$ cat config.mk
export PLATFORM = sky130hd
export DESIGN_NAME = sdram_port_arbiter
export DESIGN_NICKNAME = d
export VERILOG_FILES = /design/src/rtl/sdram_port_arbiter.sv
export SDC_FILE = /design/constraint.sdc
export NUM_CORES = 1
export LEC_CHECK = 0
export CAP_MARGIN = 30
export CORE_MARGIN = 1
export CORE_UTILIZATION = 30
export DETAILED_ROUTE_END_ITERATION = 10
export GPL_TIMING_DRIVEN = 1
export PLACE_DENSITY = 0.86
export SLEW_MARGIN = 40
export SYNTH_ARGS = -nofsm -noshare
export SYNTH_HDL_FRONTEND = slang
export SYNTH_SLANG_ARGS = --single-unit
$ cat constraint.sdc
create_clock -name clk -period 7 [get_ports clk]
set_clock_uncertainty 0.05 [all_clocks]
set_input_delay 1.4 -clock clk [delete_from_list [all_inputs] [get_ports clk]]
set_output_delay 1.4 -clock clk [all_outputs]
set_load 0.02 [all_outputs]
$ cat src/rtl/sdram_port_arbiter.sv
// rtl/sdram_port_arbiter.sv - round-robin sharing of one SDRAM controller port among NUM_REQ engines
// Define ARB_HOLD_LIMIT_EN to force a release after HOLD_LIMIT accepted commands per grant.
module sdram_port_arbiter #(
   parameter int NUM_REQ    = 4,
   parameter int ADDR_WID   = 5,
   parameter int DATA_WID   = 21,
   parameter int MAX_PEND   = 4,
   parameter int HOLD_LIMIT = 8
) (
   input  logic                         clk,
   input  logic                         reset,
   input  logic [NUM_REQ-1:0]           i_m_read,
   input  logic [NUM_REQ-1:0]           i_m_write,
   input  logic [NUM_REQ*ADDR_WID-1:0]  i_m_address,
   input  logic [NUM_REQ*DATA_WID-1:0]  i_m_writedata,
   output logic [NUM_REQ-1:0]           o_m_waitrequest,
   output logic [NUM_REQ-1:0]           o_m_readdatavalid,
   output logic [DATA_WID-1:0]          o_m_readdata,
   output logic                         o_sdram_read,
   output logic                         o_sdram_write,
   output logic [ADDR_WID-1:0]          o_sdram_address,
   output logic [DATA_WID-1:0]          o_sdram_writedata,
   input  logic                         i_sdram_waitrequest,
   input  logic                         i_sdram_readdatavalid,
   input  logic [DATA_WID-1:0]          i_sdram_readdata,
   output logic [NUM_REQ-1:0]           o_grant,
   output logic                         o_err_spurious
);

   localparam int IW = $clog2(NUM_REQ);
   localparam int PW = $clog2(MAX_PEND + 1);
   localparam logic [IW-1:0] LAST = IW'(NUM_REQ - 1);
   localparam logic [PW-1:0] PMAX = PW'(MAX_PEND);

   typedef enum logic [1:0] {S_IDLE, S_GRANT, S_DRAIN} state_t;

   state_t             state;
   logic [IW-1:0]      ptr, owner, win, cand;
   logic [PW-1:0]      pending, pending_nxt;
   logic [NUM_REQ-1:0] req;
   logic               own_rd, own_wr, own_active, blocked, hold_hit, rd_acc, rd_ret;

   assign req = i_m_read | i_m_write;

   always_comb begin
      owner = '0;
      for (int k = 0; k < NUM_REQ; k++)
         if (o_grant[k]) owner = IW'(k);
   end

   // Scan downward so the candidate closest to ptr is the last one written.
   always_comb begin
      win  = '0;
      cand = '0;
      for (int i = NUM_REQ - 1; i >= 0; i--) begin
         cand = IW'((int'(ptr) + i) % NUM_REQ);
         if (req[cand]) win = cand;
      end
   end

`ifdef ARB_HOLD_LIMIT_EN
   localparam int HW = $clog2(HOLD_LIMIT + 1);
   logic [HW-1:0] hold_cnt;

   assign hold_hit = (hold_cnt == HW'(HOLD_LIMIT));

   always_ff @(posedge clk) begin
      if (!reset || state != S_GRANT)
         hold_cnt <= '0;
      else if ((o_sdram_read | o_sdram_write) & ~i_sdram_waitrequest)
         hold_cnt <= hold_cnt + 1'b1;
   end
`else
   assign hold_hit = (HOLD_LIMIT < 0);
`endif

   assign own_rd     = i_m_read[owner];
   assign own_wr     = i_m_write[owner];
   assign own_active = (state == S_GRANT) & (own_rd | own_wr) & ~hold_hit;
   assign blocked    = own_rd & (pending == PMAX);

   assign o_sdram_read      = own_active & own_rd & ~blocked;
   assign o_sdram_write     = own_active & own_wr;
   assign o_sdram_address   = i_m_address[owner*ADDR_WID +: ADDR_WID];
   assign o_sdram_writedata = i_m_writedata[owner*DATA_WID +: DATA_WID];
   assign o_m_readdata      = i_sdram_readdata;

   assign rd_acc      = o_sdram_read & ~i_sdram_waitrequest;
   assign rd_ret      = i_sdram_readdatavalid & (pending != '0);
   assign pending_nxt = pending + PW'(rd_acc) - PW'(rd_ret);

   always_comb begin
      o_m_waitrequest = '1;
      if (own_active) o_m_waitrequest[owner] = i_sdram_waitrequest | blocked;
      o_m_readdatavalid = o_grant & {NUM_REQ{rd_ret}};
   end

   always_ff @(posedge clk) begin
      if (!reset) begin
         state          <= S_IDLE;
         o_grant        <= '0;
         pending        <= '0;
         ptr            <= '0;
         o_err_spurious <= 1'b0;
      end else begin
         pending <= pending_nxt;
         if (i_sdram_readdatavalid && pending == '0) o_err_spurious <= 1'b1;
         case (state)
            S_IDLE:
               if (|req) begin
                  o_grant <= NUM_REQ'(1) << win;
                  ptr     <= (win == LAST) ? '0 : win + 1'b1;
                  state   <= S_GRANT;
               end
            S_GRANT:
               if (!own_active) begin
                  if (pending_nxt == '0) begin
                     state   <= S_IDLE;
                     o_grant <= '0;
                  end else begin
                     state <= S_DRAIN;
                  end
               end
            S_DRAIN:
               if (pending_nxt == '0) begin
                  state   <= S_IDLE;
                  o_grant <= '0;
               end
            default: begin
               state   <= S_IDLE;
               o_grant <= '0;
            end
         endcase
      end
   end

endmodule

==> Yosys cells after proc, flatten, opt, wreduce, memory -nomap -nowiden <==
Cells that the tools add are included.
{ "word_totals": {"n_memories": 0, "latch_bits": 0, "wordCells": 86, "input_bits": 137, "register_bits": 12, "out_inout_bits": 62, "ram_bits": 0, "rom_bits": 0} }
{ "classes": {"mul": 2, "muxes": 32, "reduce_logical": 10, "magnitude_cmp": 6, "div_mod_pow": 0, "shifts": 3, "bitwise_logic": 15, "n_addsub": 6, "n_eq_ne": 7} }
{ "ops": {"columns": ["cell", "n"], "rows": [
  ["$shiftx A84 B8 Y21", 1],
  ["$mux W2", 11],
  ["$shiftx A20 B6 Y5", 1],
  ["$mux W4", 4],
  ["$lt A2 B3 Y1 const B", 5],
  ["$bmux W1 S2", 6],
  ["$pmux W4 S3", 1],
  ["$mux W1", 8],
  ["$or A4 B4 Y4", 2],
  ["$and A1 B1 Y1", 7],
  ["$mul A2 B5 Y7 const B", 1],
  ["$logic_not A3 Y1", 2],
  ["$ne A2 B2 Y1 const B", 3],
  ["$pmux W2 S3", 1],
  ["$mul A2 B3 Y5 const B", 1],
  ["$add A2 B1 Y2 const B", 2],
  ["$add A2 B2 Y2 const B", 2],
  ["$and A4 B4 Y4", 1],
  ["$eq A2 B2 Y1 const B", 2],
  ["$not A4 Y4", 1],
  ["$reduce_and A2 Y1", 2],
  ["$reduce_or A4 Y1", 1],
  ["$shl A1 B2 Y4 const A", 1],
  ["$add A3 B1 Y3", 1],
  ["other kinds (11)", 14]
]} }

==> Logic depth before layout (Yosys ltp) <==
{ "logic_depth": {"ltp_word": 16, "ltp_mapped": 14, "depth_no_buf": 13} }

==> Worst setup path before layout <==
OpenSTA, ideal clock, no wires.
{ "synth_timing": {"path_type": "input port to flip-flop", "startpoint": "input i_m_read[1]", "endpoint": "register o_grant[0]", "setup_ps": 72, "n_path_buf": 0, "required_ps": 6878, "setup_slack_ps": 2838, "arrival_ps": 4041, "path_stages": 13, "path_cell_list": "mux2i_1 -> a221oi_2 -> and3_1 -> nand2b_1 -> ha_1 -> inv_1 -> ha_1 -> fa_1 -> xnor3_1 -> nor3_1 -> o21ai_1 -> nor2_8 -> mux2i_1"} }
{ "synth_between": {"elab_chain_len": 13, "word_cells_on_any_way": 34} }
{ "synth_rtl": {"columns": ["element", "line_no", "text"], "rows": [
  ["start, declared", "12", "input logic [NUM_REQ-1:0] i_m_read,"],
  ["$bmux W1 S2 (*)", "77", "assign own_rd = i_m_read[owner];"],
  ["$mux W1 (not written as such) (*)", "77", null],
  ["$or A1 B1 Y1", "79", "assign own_active = (state == S_GRANT) & (own_rd | own_wr) & ~hold_hit;"],
  ["$and A1 B1 Y1", "79", null],
  ["$and A1 B1 Y1", "82", "assign o_sdram_read = own_active & own_rd & ~blocked;"],
  ["$and A1 B1 Y1 (*)", "82", null],
  ["via o_sdram_read", "19", "output logic o_sdram_read,"],
  ["$and A1 B1 Y1 (*)", "88", "assign rd_acc = o_sdram_read & ~i_sdram_waitrequest;"],
  ["$add A3 B1 Y3 (*)", "90", "assign pending_nxt = pending + PW'(rd_acc) - PW'(rd_ret);"],
  ["$sub A3 B1 Y3 (*)", "90", null],
  ["$logic_not A3 Y1 (*)", "117, 125", null],
  ["$mux W4 (*)", null, null],
  ["$mux W4", null, null],
  ["$pmux W4 S3 (*)", "108", "case (state)"],
  ["end signal, assigned", "111", "o_grant <= NUM_REQ'(1) << win;"],
  ["end, declared", "26", "output logic [NUM_REQ-1:0] o_grant,"]
]} }
The timed path passes the listed nets; every way through them passes the cells marked *. The select of a mux whose other input is x is not followed.
A chain may end at the register's enable or synchronous reset.

==> Worst setup path in the final report <==
{ "layout_timing": {"startpoint": "input i_m_write[0]", "endpoint": "output o_m_waitrequest[1]"} }
{ "layout_between": {"elab_chain_len": 5} }
{ "layout_rtl": {"columns": ["element", "line_no", "text"], "rows": [
  ["start, declared", "13", "input logic [NUM_REQ-1:0] i_m_write,"],
  ["$bmux W1 S2", "78", "assign own_wr = i_m_write[owner];"],
  ["$mux W1 (not written as such)", "78", null],
  ["$or A1 B1 Y1", "79", null],
  ["$and A1 B1 Y1", "79", null],
  ["$mux W4", "94", "if (own_active) o_m_waitrequest[owner] = i_sdram_waitrequest | blocked;"],
  ["end, declared", "16", "output logic [NUM_REQ-1:0] o_m_waitrequest,"]
]} }
Every way passes these cells. The select of a mux whose other input is x is not followed.

==> metrics.md <==
| Metric | Value |
|---|---|
| Status | finished, final reports clean |
| CTS Buffer Depth | 2 |
| First-pass GRT wire length | 10.5 mm |
| Post-synth top flop | dfxtp_1 |
| Synth cell types | 41 |
| RSZ-0062 raised after global routing | false |
| Clk_lat worst skew | 0.24 ns |
| GPL Wtd Cong | 0.817 |
| # Post-CTS Setup Buffers | 0 |
| Core Region | 5570 um2 |
| Peak VDD IR | 276 uV |
| Die W | 78.7 um |
| CTS tree | done |
| #FFs+latches synth | 12 |
| Number of DRC markers in iteration 0 | 61 |
| Max-slew headroom | 0.600 |
| Worst R2R End | o_grant[0]$_SDFFE_PN0P_ |
| Row count | 27 |
| Final hold vios | 0 |
| CTS root buffer | clkbuf_8 |
| Final instance area | 3260 um2 |
| Die ar. | 6200 um2 |
| R2r setup slk | 3.20 ns |
| Critical path's slowest cell | clkdlybuf4s50_1 |
| # H-tree levels | 1 |
| Slew Limit Fails | 0 |
| Post-layout util | 0.585 |
| R2R Path Start | o_grant[3]$_SDFFE_PN0P_ |
| Post-synth EDFFs | 0 |
| ANT nets after route | 0 |
| Cell family with most CP delay | buffers and inverters |
| # clock sinks | 12 |
| Initial Util | 0.317 |
| DRC | 0 |
| Post-synth ARST share | 0 |
| Final wirelength | 7.25 mm |
| Dpl cells | 431 |
| GRT overflow | 0 |
| DRT Pass-1 Iters | 4 |
| Syn-to-layout area delta | 84.8% |
| Crit path cell chain | clkdlybuf4s50_1, mux2_4, a221o_1, o21a_4, and2_4, nand3_1, clkdlybuf4s50_1 |
| Ant diodes | 0 |
| Post-cts gate resize count | 0 |
| Fin crit share | 0.722 |
| Hold worst-path end | o_grant[0]$_SDFFE_PN0P_ |
| CP Launch Type | input port |
| Min Hold Slack | 0.431 ns |
| Worst Hold Path Cells | 2 |
| Leak | 1.25 nW |
| Total GRT Usage | 0.215 |
| Routed WL per cell | 16.7 um |
| Most frequent CP cell | clkdlybuf4s50_1 |
| Area of the mapped netlist | 1770 um2 |
| Cells after Synth | 240 |
| Die Height | 78.7 um |
| Worst path max stage delay | 0.62 ns |
| Initial antenna violation count | 0 |
| Avg Cell Area, Syn | 7.36 um2 |
| Share of layout cells above drive strength 1 | 0.0413 |
| Crit path buffers/inverters | 2 |
| Placed cell areas | 3210 um2 |
| Post-synthesis sequential area ratio | 0.136 |
| Largest net degree at the start of global routing | 64 |
| Syn nets | 387 |
| # IOs | 199 |
| Synth Warn # | 0 |
| Worst hold start | o_grant[0]$_SDFFE_PN0P_ |
| Fmax achieved | 198 MHz |
| Vias in the first global route | 2094 |
| IO buf count | 156 |
| Element type at the critical path end | output pin |
| Post-CTS Hold Fix Bufs | 0 |
| Hold Path Class | reg -> reg |
| Worst-path clk slew | 0.05 ns |
| Crit path DAT | 3.61 ns |
| TritonCTS Buffers | 3 |
| Slew at the pin closest to its max-slew limit | 0.600 ns |
| Detailed Place HPWL | 5.77 mm |
| Max-Cap Viols | 0 |
| Worst Path Required | 5.55 ns |
| CP Class | in -> out |
| Pwr dens | 358 nW/um2 |
| Vias post-DR | 2273 |
| Final min period | 5.06 ns |
| Final Net Count | 511 |
| Crit path max fanout | 4 |
| Final Non-Filler Cells | 435 |
| Reg2reg path depth | 13 |
| Setup TNS | 0 ns |
| Final setup fails | 0 |
| Via density | 5.23 |
==> per-layer routing <==
metal / global-route usage / routed length, um
met1: 0.259 / 2960
met2: 0.380 / 3500
met3: 0.0655 / 742
met4: 0.0259 / 53
met5: 0 / 0
==> synth_stat cells, types with 3 or more instances <==
| cell | count | area, um2 |
|---|---|---|
| a21oi_1 | 5 | 25.0 |
| a22oi_1 | 46 | 345 |
| a31oi_1 | 3 | 18.8 |
| and2_1 | 8 | 50.1 |
| buf_2 | 3 | 15.0 |
| buf_4 | 21 | 158 |
| clkbuf_1 | 15 | 56.3 |
| dfxtp_1 | 12 | 240 |
| ha_1 | 9 | 113 |
| inv_1 | 10 | 37.5 |
| mux2i_1 | 11 | 110 |
| nand2_1 | 14 | 52.6 |
| nand3_1 | 6 | 30.0 |
| nor2_1 | 11 | 41.3 |
| nor2b_1 | 4 | 25.0 |
| nor3_1 | 4 | 20.0 |
| o21ai_0 | 15 | 75.1 |
| o21ai_1 | 17 | 85.1 |
==> cells by family (layout without fill, tap and decap cells) <==
kind of cell / count (synthesis) / in the layout / synth area share
buffers and inverters: 50 / 173 / 0.157
AND/OR/NAND/NOR: 61 / 61 / 0.192
AO/OA/AOI/OAI: 94 / 94 / 0.356
XOR/XNOR: 1 / 1 / 0.0128
adder cells (fa/ha/maj): 10 / 10 / 0.0751
multiplexers: 12 / 12 / 0.0709
flip-flops: 12 / 12 / 0.136
==> final cells by class <==
class	count	area [um2]
Multi-Input combinational cell	178	1250
Sequential cell	12	244
Tap cell	72	90.1
Timing Repair Buffer	159	1580
Inverter	10	37.5
Clock buffer	4	55.1
Fill cell	493	2310
==> report_power, final <==
part | internal (mW) | total [mW] | switching [mW]
registers | 0.0947 | 0.150 | 0.0557
clock network | 0.0496 | 0.0735 | 0.0240
logic | 0.455 | 0.946 | 0.491
==> state kept, by name (all words and copies together), names as in the netlist <==
register,count
o_err_spurious,1
state,2
pending,3
ptr,2
o_grant,4
==> how the worst max path moves through the flow <==
stage                 start                      end  slack, ns  depth (start not counted)
5_1_grt        i_m_write[0]       o_m_waitrequest[1]       1.88                          7
3_5_place_dp   i_m_write[0]       o_m_waitrequest[1]       1.96                          7
6_report       i_m_write[0]       o_m_waitrequest[1]       1.94                          7
3_3_place_gp   i_m_write[0]       o_m_waitrequest[1]       2.00                          7
4_1_cts        i_m_write[0]       o_m_waitrequest[1]       1.95                          7
2_1_floorplan   i_m_read[1]  o_grant[0]$_SDFFE_PN0P_       2.84                         13
==> worst reg2reg max path, stage by stage (launching register included) <==
cell and delay, ns:
dfxtp_4 0.74, nor2_1 0.18, a221oi_2 0.39, and3_1 0.26, nand2b_1 0.07, ha_1 0.26, inv_1 0.03, ha_1 0.18
fa_1 0.36, xnor3_1 0.38, nor3_1 0.26, o21ai_1 0.20, nor2_8 0.17, mux2i_1 0.19
==> metrics by stage <==
step / worst slack, ns / power, mW
floorplan: 2.84 / 0.711
global placement: 2.00 / 1.08
detailed placement: 1.96 / 1.10
CTS: 1.95 / 1.18
global route: 1.88 / 1.26
finish: 1.94 / 1.17
==> placed cells by master, fill, tap and decap left out, drive strengths merged, types with 5 or more instances in the layout <==
master / Yosys / layout
a21oi: 5 / 5
a22oi: 46 / 46
and2: 9 / 9
clkdlybuf4s50: 0 / 156
dfxtp: 12 / 12
ha: 9 / 9
inv: 10 / 10
mux2i: 11 / 11
nand2: 14 / 14
nand3: 6 / 6
nor2: 13 / 13
o21ai: 32 / 32
Note: power is estimated with default switching activity, not from simulation.
==> edit 1: new RTL, same settings <==
Set the parameter `MAX_PEND` to 8 (it was 4).
--- a/src/rtl/sdram_port_arbiter.sv
+++ b/src/rtl/sdram_port_arbiter.sv
@@ -5,5 +5,5 @@
    parameter int ADDR_WID   = 5,
    parameter int DATA_WID   = 21,
-   parameter int MAX_PEND   = 4,
+   parameter int MAX_PEND   = 8,
    parameter int HOLD_LIMIT = 8
 ) (
Check against the original RTL: same outputs for any inputs over 4 cycles, from zero or initial values and one cycle with reset low; that may be too few to reach the edited logic, so the function may still have changed.
==> edit 1 against the original RTL <==
- area after synthesis up 6.0%
- final area up 3.4%
- worst setup slack worse by 0.14 ns
- sequential cell count grew 1
- final cell count grew 4.8%
- wire length grew 4.0%
- sequential power up 7%
- total power grew 0.58%
- largest cell class unchanged
==> edit 1: results (changes against the original RTL) <==
status: finished clean (unchanged)
synth top area cells: a22oi_1 (16%), dfxtp_1 (14%), ha_1 (8.7%) (was a22oi_1 (20%), dfxtp_1 (14%), buf_4 (8.9%))
Placed Cells: 452 (was 431)
pre-CTS WS: 1.84 ns (was 1.96 ns)
multiplexer area fraction after synthesis: 8.62% (was 7.09%)
Synth Instances: 258 (was 240)
hpwl dp: 5.99 mm (was 5.77 mm)
Reg clk slew, reported paths: 0.05 ns (about the same)
vias in the first global route: 2227 (was 2094)
hold path endpoint: o_grant[0] (unchanged)
DRT iter0 DRCs: 85 (was 61)
FF-to-FF Start: o_grant[2] (was o_grant[3])
Compound-Gate Fraction of Synth Area: 32.0% (was 35.6%)
sw power: 0.579 mW (was 0.570 mW)
ys flop type: dfxtp_1 (unchanged)
sequential element share of the synthesized area: 13.9% (was 13.6%)
area share of fa/ha/maj cells after synthesis: 9.76% (was 7.51%)
critical path launch point: i_m_read[1] (was i_m_write[0])
XOR/XNOR Fraction of Synth Area: 0.936% (was 1.28%)
Post-synth top cells: a22oi_1 (40), o21ai_1 (27), buf_4 (21) (was a22oi_1 (46), buf_4 (21), o21ai_1 (17))
routability cong.: 0.925 (was 0.817)
Critical Path AT: 3.74 ns (was 3.61 ns)
R2R Setup Slk: 3.12 ns (was 3.20 ns)
vias per cell: 5.29 (was 5.23)
CTS Buf Count: 3 (unchanged)
layout cells sized above 1: 3.15% (was 4.13%)
First-pass DRT Iterations: 4 (unchanged)
CTS H-tree depth: 1 (unchanged)
mean routed wirelength per cell: 16.5 um (was 16.7 um)
leak pwr: 1.28 nW (was 1.25 nW)
MaxCap Viol Count: 0 (unchanged)
GR Util All Layers: 20.7% (was 21.5%)
DR vias: 2410 (was 2273)
reg2reg end: o_grant[3] (was o_grant[0])
Hold WS: 0.424 ns (was 0.431 ns)
relative slew slack: 45.6% (was 60.0%)
Fmax: 0.193 GHz (was 0.198 GHz)
Peak VDD IR: 244 uV (was 276 uV)
Final #Nets: 533 (was 511)
first-pass GRT wire length: 10.6 mm (was 10.5 mm)
Netlist cell types: 43 (was 41)
Mapped Nets: 409 (was 387)
DP Area: 3330 um^2 (was 3210 um^2)
[edit 1: per-layer routing]
metal / share of wire (%) / global-route usage, %
met1: 38 / 23.2
met2: 50 / 38.2
met3: 9.3 / 3.93
met4: 2.3 / 7.68
met5: 0 / 0
[edit 1: power groups by stage]
stage | registers, mW | logic (mW) | clock network, mW
after floorplan | 0.130 | 0.593 | 0
after global placement | 0.158 | 0.921 | 0
after detailed placement | 0.161 | 0.946 | 0
after CTS | 0.160 | 0.951 | 0.0704
after global routing | 0.167 | 1.02 | 0.0749
final | 0.160 | 0.947 | 0.0688
[edit 1: worst max-delay path, stage by stage]
cell and delay, ns:
clkdlybuf4s50_1 0.50, mux2i_1 0.10, a221oi_2 0.42, mux2i_1 0.17, nor3b_2 0.40, nand3_1 0.15
clkdlybuf4s50_1 0.60
[edit 1: area by class of cell]
type / count / area [um^2]
sequential: 13 / 264
clock buffer: 4 / 45.0
inverter: 10 / 37.5
multi-input combinational: 195 / 1350
fill: 529 / 2580
timing repair buffer: 159 / 1580
tap: 75 / 93.8
==> edit 2: new RTL, same settings <==
Without the edit above. Encoding of `state_t`: now one-hot (3 bits for 3 states).
--- a/src/rtl/sdram_port_arbiter.sv
+++ b/src/rtl/sdram_port_arbiter.sv
@@ -33,5 +33,5 @@
    localparam logic [PW-1:0] PMAX = PW'(MAX_PEND);
 
-   typedef enum logic [1:0] {S_IDLE, S_GRANT, S_DRAIN} state_t;
+   typedef enum logic [2:0] {S_IDLE = 3'b001, S_GRANT = 3'b010, S_DRAIN = 3'b100} state_t;
 
    state_t             state;
Check against the original RTL: no difference found for any inputs over 4 cycles, from zero or initial values and one cycle with reset low; so few cycles prove little.
==> edit 2 against the original RTL <==
- worst setup slack got worse by 0.047 ns
- sequential cell count increased by 1
- non-clock buffer count unchanged
- sequential share of layout area increased by 0.73 points
- area after synthesis decreased by 2.8%
- wire length increased by 1.9%
- final area decreased by 1.4%
- maximum frequency decreased by 0.91%
- critical path type unchanged
Power is not compared: it rests on default switching activity, and its combinational part moved more than twofold at a synthesized area within 25%.
==> edit 2: results (changes against the original RTL) <==
Port Buffers: 156 (unchanged)
routability cong.: 0.874 (was 0.817)
CP max-delay cell: clkdlybuf4s50_1 (unchanged)
pin count of the biggest net entering global routing: 64 (unchanged)
CTS H-tree depth: 1 (unchanged)
Clock Latency Late Sink: 0.25 ns
synth top area cells: a22oi_1 (19%), dfxtp_1 (15%), buf_4 (9.6%) (was a22oi_1 (20%), dfxtp_1 (14%), buf_4 (8.9%))
# fillers: 506 (was 493)
Final #Nets: 503 (was 511)
first-pass GRT wire length: 10.8 mm (was 10.5 mm)
largest registers: o_grant (4), pending (3), state (3) (was o_grant (4), pending (3))
Most flops, register: o_grant (unchanged)
Clock Tree Buf Depth: 2 (unchanged)
hold path depth: 2 (unchanged)
vias per cell: 5.41 (was 5.23)
DRT iter0 DRCs: 65 (was 61)
Worst Reg-to-Reg Cells: 13 (unchanged)
Netlist cell types: 40 (was 41)
final hold vios: 0 (unchanged)
Global Route met2 Usage: 41.6% (was 38.0%)
vias in the first global route: 2083 (was 2094)
max reg flops: 4 (unchanged)
cts repair resizes: 0 (unchanged)
Post-synth top cells: a22oi_1 (44), buf_4 (22), o21ai_0 (22) (was a22oi_1 (46), buf_4 (21), o21ai_1 (17))
sequential element share of the synthesized area: 15.2% (was 13.6%)
Synth Warn #: 0 (unchanged)
Slew @ Worst Pin: 0.724 ns (was 0.600 ns)
Mapped Nets: 377 (was 387)
delay of the slowest cell on the worst path: 0.58 ns (was 0.62 ns)
leak pwr: 1.15 nW
mean routed wirelength per cell: 17.2 um (was 16.7 um)
ys flop type: dfxtp_1 (unchanged)
Post-CTS Setup Bufs: 0 (unchanged)
Tightest Hold Check Type: reg2reg (unchanged)
sw frac: 42.6%
Peak VDD IR: 178 uV
hpwl dp: 5.84 mm (was 5.77 mm)
GR Util All Layers: 22.9% (was 21.5%)
Root Buffer: clkbuf_8 (unchanged)
status: finished clean (unchanged)
pre-CTS WS: 1.88 ns (was 1.96 ns)
initial antenna violation count: 0 (unchanged)
ys async rst share: 0% (unchanged)
CTS Buf Count: 3 (unchanged)
layout cells sized above 1: 3.91% (was 4.13%)
Reg clk slew, reported paths: 0.06 ns
First-pass DRT Iterations: 4 (unchanged)
CP max FO: 4 (unchanged)
M3 GR Usage: 6.24% (was 6.55%)
met1 Usage GRT: 25.6% (was 25.9%)
ant diodes: 0 (unchanged)
[edit 2: changes by cell type after synthesis, moves of 5 or more]
cell	unedited run	this run
nand2_1	14	8
o21ai_1	17	6
o21ai_0	15	22
nor2_1	11	16
a21oi_1	5	19
clkbuf_1	15	9
nand3_1	6	1
[edit 2: path summary, 6_finish.rpt]
| kind | startpoint | endpoint | slack [ns] |
|---|---|---|---|
| min | o_err_spurious | o_err_spurious | 0.42 |
| max reg2reg | o_grant[2] | state[0] | 3.12 |
| max | i_m_write[0] | o_m_waitrequest[1] | 1.90 |
| min reg2reg | o_err_spurious | o_err_spurious | 0.42 |
[edit 2: worst max-delay path, delay by kind of cell]
family                 cells  cell delay (ns)
AO/OA/AOI/OAI              2             0.96
buffers and inverters      2             1.08
multiplexers               1             0.08
AND/OR/NAND/NOR            1             0.13
[edit 2: power groups by stage]
| stage | Clock (mW) | Combinational (mW) | Sequential [mW] |
|---|---|---|---|
| CTS | 0.0698 | 0.417 | 0.122 |
| global placement | 0 | 0.406 | 0.122 |
| floorplan | 0 | 0.253 | 0.118 |
| detailed placement | 0 | 0.414 | 0.124 |
| global route | 0.0724 | 0.450 | 0.126 |
| finish | 0.0688 | 0.417 | 0.123 |
[edit 2: kinds of logic (layout without fill, tap and decap cells)]
family | count (synthesis) | after routing | synth area share (%)
fa+ha+maj | 7 | 7 | 5.54
compound gates | 107 | 107 | 42.3
xor+xnor | 1 | 1 | 1.38
flops | 13 | 13 | 15.2
buf+inv | 45 | 170 | 15.0
simple gates | 53 | 53 | 16.5
mux | 7 | 7 | 4.08
[edit 2: metal layers]
layer	part of all wire, %	wire length, um
met5	0	0
met2	50	3690
met3	9.2	681
met4	2.0	145
met1	39	2880
[edit 2: metrics by stage]
step	std cells	instance area, um^2	hold slack, ns	total power, mW
floorplan	233	1720	0.477	0.371
global placement	426	3170	0.398	0.528
detailed placement	426	3170	0.413	0.538
CTS	430	3210	0.427	0.609
global route	430	3220	0.450	0.648
finish	430	3220	0.423	0.609
[edit 2: final cells by class]
cell class / count / share of cell area, %
clock buffer: 4 / 1.40
timing repair buffer: 159 / 49.2
tap: 72 / 2.80
sequential: 13 / 8.21
inverter: 7 / 0.817
multi-input combinational: 175 / 37.5
